[src/rtl/mult_pkg.sv]
// Shared defaults and the width-generic multiply evaluated ahead of the
// first pipeline register.
package mult_pkg;

   localparam int unsigned DEFAULT_WIDTH_A = 8;
   localparam int unsigned DEFAULT_WIDTH_B = 8;
   localparam int unsigned DEFAULT_STAGES  = 8;
   localparam int unsigned DEFAULT_TAG_W   = 4;

   // Widest operand the multiply helper handles.
   localparam int unsigned MAX_W    = 32;
   localparam int unsigned PROD_MAX = 2 * MAX_W;

   function automatic int unsigned prod_width(input int unsigned wa, input int unsigned wb);
      return wa + wb;
   endfunction

   // Operands sit zero-extended in the low wa/wb bits. Signed mode replicates the
   // operand sign bit upward; the low wa+wb bits of the modular product are exact.
   function automatic logic [PROD_MAX-1:0] mul_2sc_u(input logic [MAX_W-1:0] a,
                                                     input logic [MAX_W-1:0] b,
                                                     input int unsigned      wa,
                                                     input int unsigned      wb,
                                                     input logic             signed_mode);
      logic                sa;
      logic                sb;
      logic [PROD_MAX-1:0] ax;
      logic [PROD_MAX-1:0] bx;
      sa = signed_mode & (|(a & (MAX_W'(1) << (wa - 1))));
      sb = signed_mode & (|(b & (MAX_W'(1) << (wb - 1))));
      ax = {{MAX_W{1'b0}}, a} | (sa ? ({PROD_MAX{1'b1}} << wa) : '0);
      bx = {{MAX_W{1'b0}}, b} | (sb ? ({PROD_MAX{1'b1}} << wb) : '0);
      return ax * bx;
   endfunction

endpackage

[src/rtl/mult_stall_pipe.sv]
// STAGES-deep chain of {valid, data} registers sharing one enable; the whole
// chain freezes together when advance is low.
module mult_stall_pipe #(
   parameter int unsigned STAGES = 8,
   parameter int unsigned DW     = 8
) (
   input  logic          clk,
   input  logic          reset,
   input  logic          advance,
   input  logic          in_valid,
   input  logic [DW-1:0] in_data,
   output logic          out_valid,
   output logic [DW-1:0] out_data
);

   logic [STAGES-1:0] valid_q;
   logic [DW-1:0]     data_q [STAGES];

   always_ff @(posedge clk) begin
      if (reset) begin
         valid_q <= '0;
         for (int i = 0; i < STAGES; i++) begin
            data_q[i] <= '0;
         end
      end else if (advance) begin
         valid_q[0] <= in_valid;
         data_q[0]  <= in_data;
         for (int i = 1; i < STAGES; i++) begin
            valid_q[i] <= valid_q[i-1];
            data_q[i]  <= data_q[i-1];
         end
      end
   end

   assign out_valid = valid_q[STAGES-1];
   assign out_data  = data_q[STAGES-1];

endmodule

[src/rtl/mult_piped_2sc_stream.sv]
// Streaming signed/unsigned multiplier: product formed combinationally, then
// delayed through a stallable pipe together with its tag.
module mult_piped_2sc_stream
   import mult_pkg::*;
#(
   parameter int unsigned WIDTH_A = DEFAULT_WIDTH_A,
   parameter int unsigned WIDTH_B = DEFAULT_WIDTH_B,
   parameter int unsigned STAGES  = DEFAULT_STAGES,
   parameter int unsigned TAG_W   = DEFAULT_TAG_W
) (
   input  logic                       clk,
   input  logic                       reset,
   input  logic                       in_valid,
   output logic                       in_ready,
   input  logic [WIDTH_A-1:0]         in_a,
   input  logic [WIDTH_B-1:0]         in_b,
   input  logic                       in_signed,
   input  logic [TAG_W-1:0]           in_tag,
   output logic                       out_valid,
   input  logic                       out_ready,
   output logic [WIDTH_A+WIDTH_B-1:0] out_y,
   output logic [TAG_W-1:0]           out_tag
);

   localparam int unsigned PW = prod_width(WIDTH_A, WIDTH_B);
   localparam int unsigned DW = PW + TAG_W;

   logic          advance;
   logic [PW-1:0] prod;
   logic [DW-1:0] pipe_out;

   // Global stall: bubbles are not squeezed out, so latency stays fixed.
   assign advance  = ~out_valid | out_ready;
   assign in_ready = advance & ~reset;

   assign prod = PW'(mul_2sc_u(MAX_W'(in_a), MAX_W'(in_b), WIDTH_A, WIDTH_B, in_signed));

   mult_stall_pipe #(
      .STAGES (STAGES),
      .DW     (DW)
   ) u_pipe (
      .clk       (clk),
      .reset     (reset),
      .advance   (advance),
      .in_valid  (in_valid),
      .in_data   ({prod, in_tag}),
      .out_valid (out_valid),
      .out_data  (pipe_out)
   );

   assign out_y   = pipe_out[DW-1 -: PW];
   assign out_tag = pipe_out[TAG_W-1:0];

endmodule

[config.mk]
export PLATFORM = sky130hd
export DESIGN_NAME = mult_piped_2sc_stream
export DESIGN_NICKNAME = d
export VERILOG_FILES = /design/src/rtl/mult_pkg.sv /design/src/rtl/mult_stall_pipe.sv /design/src/rtl/mult_piped_2sc_stream.sv
export SDC_FILE = /design/constraint.sdc
export NUM_CORES = 1
export LEC_CHECK = 0
export CAP_MARGIN = 40
export CORE_MARGIN = 8
export CORE_UTILIZATION = 55
export DETAILED_ROUTE_END_ITERATION = 12
export PLACE_DENSITY = 0.78
export SYNTH_ARGS = -nofsm -noshare
export SYNTH_HDL_FRONTEND = slang
export SYNTH_SLANG_ARGS = --single-unit
[constraint.sdc]
create_clock -name clk -period 5.93 [get_ports clk]
set_input_delay 0.593 -clock clk [delete_from_list [all_inputs] [get_ports clk]]
set_output_delay 0.593 -clock clk [all_outputs]
set_load 0.01 [all_outputs]
## Word level (Yosys, flattened, before mapping)

Memory sizes are Yosys's and may differ from the RTL's.
Index checks and enable logic that the tools add are counted.

- Flip-flop bits (word level): 8
- RAM bits: 160
- Bits of input ports: 25
- Word-level logic and storage cells: 34
- Memories: 1

Memory list:

| memory | depth | width | read ports | clocked after memory_dff | wr ports | RTL line | RTL |
|---|---|---|---|---|---|---|---|
| u_pipe.data_q | 8 | 20 | 8 | 0 | 8 | mult_stall_pipe.sv:17 | `logic [DW-1:0] data_q [STAGES];` |

- Multipliers: 1
- Multiplexer cells: 15
- Bitwise gates (word level): 16

Operator list:

| cell | number |
|---|---|
| 2-to-1 mux 20 bit | 8 |
| 2-to-1 mux 64 bit | 2 |
| OR 8 x 64 -> 64 bit | 2 |
| multiplier 64 x 64 -> 16 bit | 1 |
| OR 1 bit | 9 |
| 2-to-1 mux 1 bit | 5 |
| AND 1 bit | 3 |
| NOT 1 bit | 2 |

## Depth between registers and ports, before layout

- Word-level depth: 6
- Gate-level depth with buffers: 22

## Hierarchy

Synthesis repeated with hierarchy kept, for this count alone.

- Cell total of the unflattened synthesis: 804
- Area total of the unflattened synthesis: 10095.9 sq um

Modules (own cells, without submodules):

| module | times used | cells an instance | area each (sq um) | seq. area each (sq um) |
|---|---|---|---|---|
| mult_stall_pipe | 1 | 385 | 6389.9 | 4964.8 |
| mult_piped_2sc_stream | 1 | 419 | 3706.1 | 0.0 |

## Worst setup path before layout

OpenSTA, ideal clock, no wires.

- Kind: input-to-reg
- Start: in in_signed
- End: mem u_pipe.data_q[0][19] in the netlist's numbering, data pin
- Data arrival time: 5.641 ns
- Required time: 5.663 ns
- Path slack: 0.022 ns
- Stages on the path: 19
- Buffers on the path: 1
- Cell sequence: clkbuf_2 -> and2_0 -> nand2_1 -> inv_1 -> fa_1 -> inv_1 -> fa_1 -> inv_1 -> fa_1 -> fa_1 -> inv_1 -> fa_1 -> fa_1 -> xor2_1 -> xnor3_1 -> xnor3_1 -> xnor3_1 -> nor3_2 -> nor3b_2

RTL lines:

| item | RTL line | RTL |
|---|---|---|
| from (decl) | mult_piped_2sc_stream.sv:17 | `input logic in_signed,` |
| to (decl) | mult_stall_pipe.sv:17 |  |

==> flow_summary.json <==
{
  "antenna_found_initial": 0,
  "cts_tree": "yes",
  "relSlewSlack_pct": 47.4,
  "drive_above_1_share_pct": 8.99,
  "crit_type": "in2reg",
  "end_kind": "flop",
  "placed_area_um2": 10700,
  "cts-root-buf": "clkbuf_16",
  "grt.total_usage_pct": 14.5,
  "dr.pass1.iters": 4,
  "antenna_cells": 0,
  "grt_pass1_wl_mm": 26.0,
  "fp.dieW_um": 150,
  "synthArstFlopShare_pct": 0,
  "setup_ws_ns": 0.263,
  "skew_ns": 0.00773,
  "rsz0062_at_grt": "no",
  "critPathRequiredTime_ns": 6.07,
  "hpwl_mm": 11.1,
  "synth_nets": 947,
  "area_growth_pct": 13.9,
  "p_leak_nw": 5.14,
  "post-route-drc-count": 0,
  "grt-ovfl-total": 0,
  "synth-seq-cells": 168,
  "crit_arrival_ns": 5.81,
  "setup_tns_ns": 0,
  "vias": 5427,
  "synth_top_area_cell": "edfxtp_1",
  "worstSkewPairLatency_ns": 0.41,
  "rows": 49,
  "path_max_fanout": 2,
  "maxCapViolCount": 0,
  "synth_top_area_share_pct": 48.4,
  "grt_max_degree": 117,
  "initial_core_util_pct": 55.7,
  "path_clk_slew_ns": 0.06,
  "ir_drop_mv": 0.217,
  "ys_types": 37,
  "hold_viol_final": 0,
  "wl_per_cell_um": 14.0,
  "wl_mm": 15.3,
  "drt-initial-drc-count": 261,
  "final.period_utilization_pct": 95.6,
  "powerDensity_nw_per_um2": 351,
  "synth.most_common_cell": "and2_1",
  "yosys-top-cells-count": "165 x and2_1, 160 x edfxtp_1, 112 x inv_1",
  "place_inst": 1065,
  "synth_area_um2": 9930,
  "outcome": "finished clean",
  "ant_nets": 0,
  "worstMarginPinSlew_ns": 0.789,
  "numCtsBuffers": 17,
  "hold_path.class": "reg2reg",
  "clockBufferDepth": 2,
  "clock_sinks": 168,
  "ff2ff_setup_slack_ns": 3.90,
  "fin_cells": 1097,
  "vias_per_cell": 4.95,
  "numPortBuffers": 46,
  "startpoint_type": "primary input",
  "syn_area_per_cell_um2": 12.4,
  "setup_viol": 0,
  "drv_slew": 0,
  "ys_warn_count": 0,
  "synth_top_flop_cell": "edfxtp_1",
  "synth-edff-count": 160,
  "cts_hold_buffers": 0,
  "gp_congestion": 0.830,
  "core-area_um2": 17800,
  "synth_cells": 799,
  "synthTopCellsByArea": "edfxtp_1 48%, fa_1 14%, and2_1 10%",
  "cts_max_level": 4,
  "fmax_ghz": 0.176,
  "final_core_util_pct": 63.4,
  "nets": 1003,
  "io_pins": 47,
  "ys_seq_area_share_pct": 50.0,
  "final_cell_area_um2": 11300,
  "dieArea_um2": 22600,
  "pre_cts_ws_ns": -0.558,
  "period_minus_slack_ns": 5.67,
  "grt_pass1_vias": 5673,
  "chipHeight_um": 150
}
==> cells by family (layout without fill, tap and decap cells) <==
group,after synthesis,after routing,share of synthesized area (%)
xor+xnor,31,31,3.15
flops,168,168,50.0
compound gates,47,47,3.18
fa+ha+maj,123,123,20.7
simple gates,266,266,15.9
buf+inv,164,233,7.07
==> through the flow <==
step,hold slack [ns],power [mW]
after floorplan,0.426,2.61
after global placement,0.448,2.95
after detailed placement,0.464,2.99
after CTS,0.483,4.00
after global routing,0.495,4.25
final,0.484,3.97
==> placed cells by master (no fill, tap or decap), types with 4 or more instances in the layout <==
master	n
and3_1	7
dlymetal6s2s_1	4
edfxtp_1	160
clkdlybuf4s50_1	42
clkbuf_16	17
nand2_1	19
inv_1	111
and2_1	165
nor2b_1	41
nand2b_1	4
fa_1	69
a22o_1	6
o21a_1	7
xor2_1	7
nor2_1	17
a21oi_1	12
buf_4	41
clkinv_4	6
ha_1	54
o21ai_0	9
dfxtp_1	8
xnor2_1	21
==> timing repair <==
item,CTS,global route
gates resized for setup,0,5
buffers inserted,0,0
pin swaps,1,0
endpoints found under the hold margin,0,0
endpoints found under the setup margin,1,3
==> worst paths after layout <==
check,start,end,depth (start not counted)
worst max-delay path,in_b[5],u_pipe.data_q[0][19]$_SDFFCE_PN0P_,15
worst max register to register,u_pipe.valid_q[7]$_SDFFE_PP0P_,u_pipe.data_q[0][4]$_SDFFCE_PN0P_,5
worst min-delay path,u_pipe.valid_q[6]$_SDFFE_PP0P_,u_pipe.valid_q[7]$_SDFFE_PP0P_,2
worst min register to register,u_pipe.valid_q[6]$_SDFFE_PP0P_,u_pipe.valid_q[7]$_SDFFE_PP0P_,2
==> state kept, by name (all words and copies together) (netlist names) <==
name	count
u_pipe.data_q	160
u_pipe.valid_q	8
==> worst max-delay path: stages <==
cell and delay, ns:
clkdlybuf4s50_1 0.47, and3_1 0.20, inv_1 0.07, fa_1 0.51, fa_1 0.53, fa_1 0.53
fa_1 0.44, fa_1 0.51, fa_1 0.44, xor2_1 0.15, xnor3_1 0.41, xnor3_1 0.41
xnor3_1 0.26, nor3_2 0.21, nor3b_2 0.06
==> routing by layer <==
metal  up-vias  track usage, %  routed length [µm]  share of wire, %
met3        15            2.95                 595               3.9
met2       104            26.2                7960                52
li1       2672               -                   -                 -
met1      2636            16.7                6540                43
met4         0            5.00                 222               1.4
met5         -               0                   0                 0
==> where the power goes <==
group          internal (mW)  switching, mW
Combinational          0.754          0.770
Sequential              1.41         0.0168
Clock                  0.602          0.419
Total                   2.76           1.21
==> layout make-up <==
cell class                      count  area, µm²
Clock buffer                       22        464
Sequential cell                   168       4960
Tap cell                          229        287
Fill cell                        1325       6530
Multi-Input combinational cell    467       4260
Inverter                          113        429
Timing Repair Buffer               88        806
Clock inverter                     10        100
Note: power is estimated with default switching activity, not from simulation.
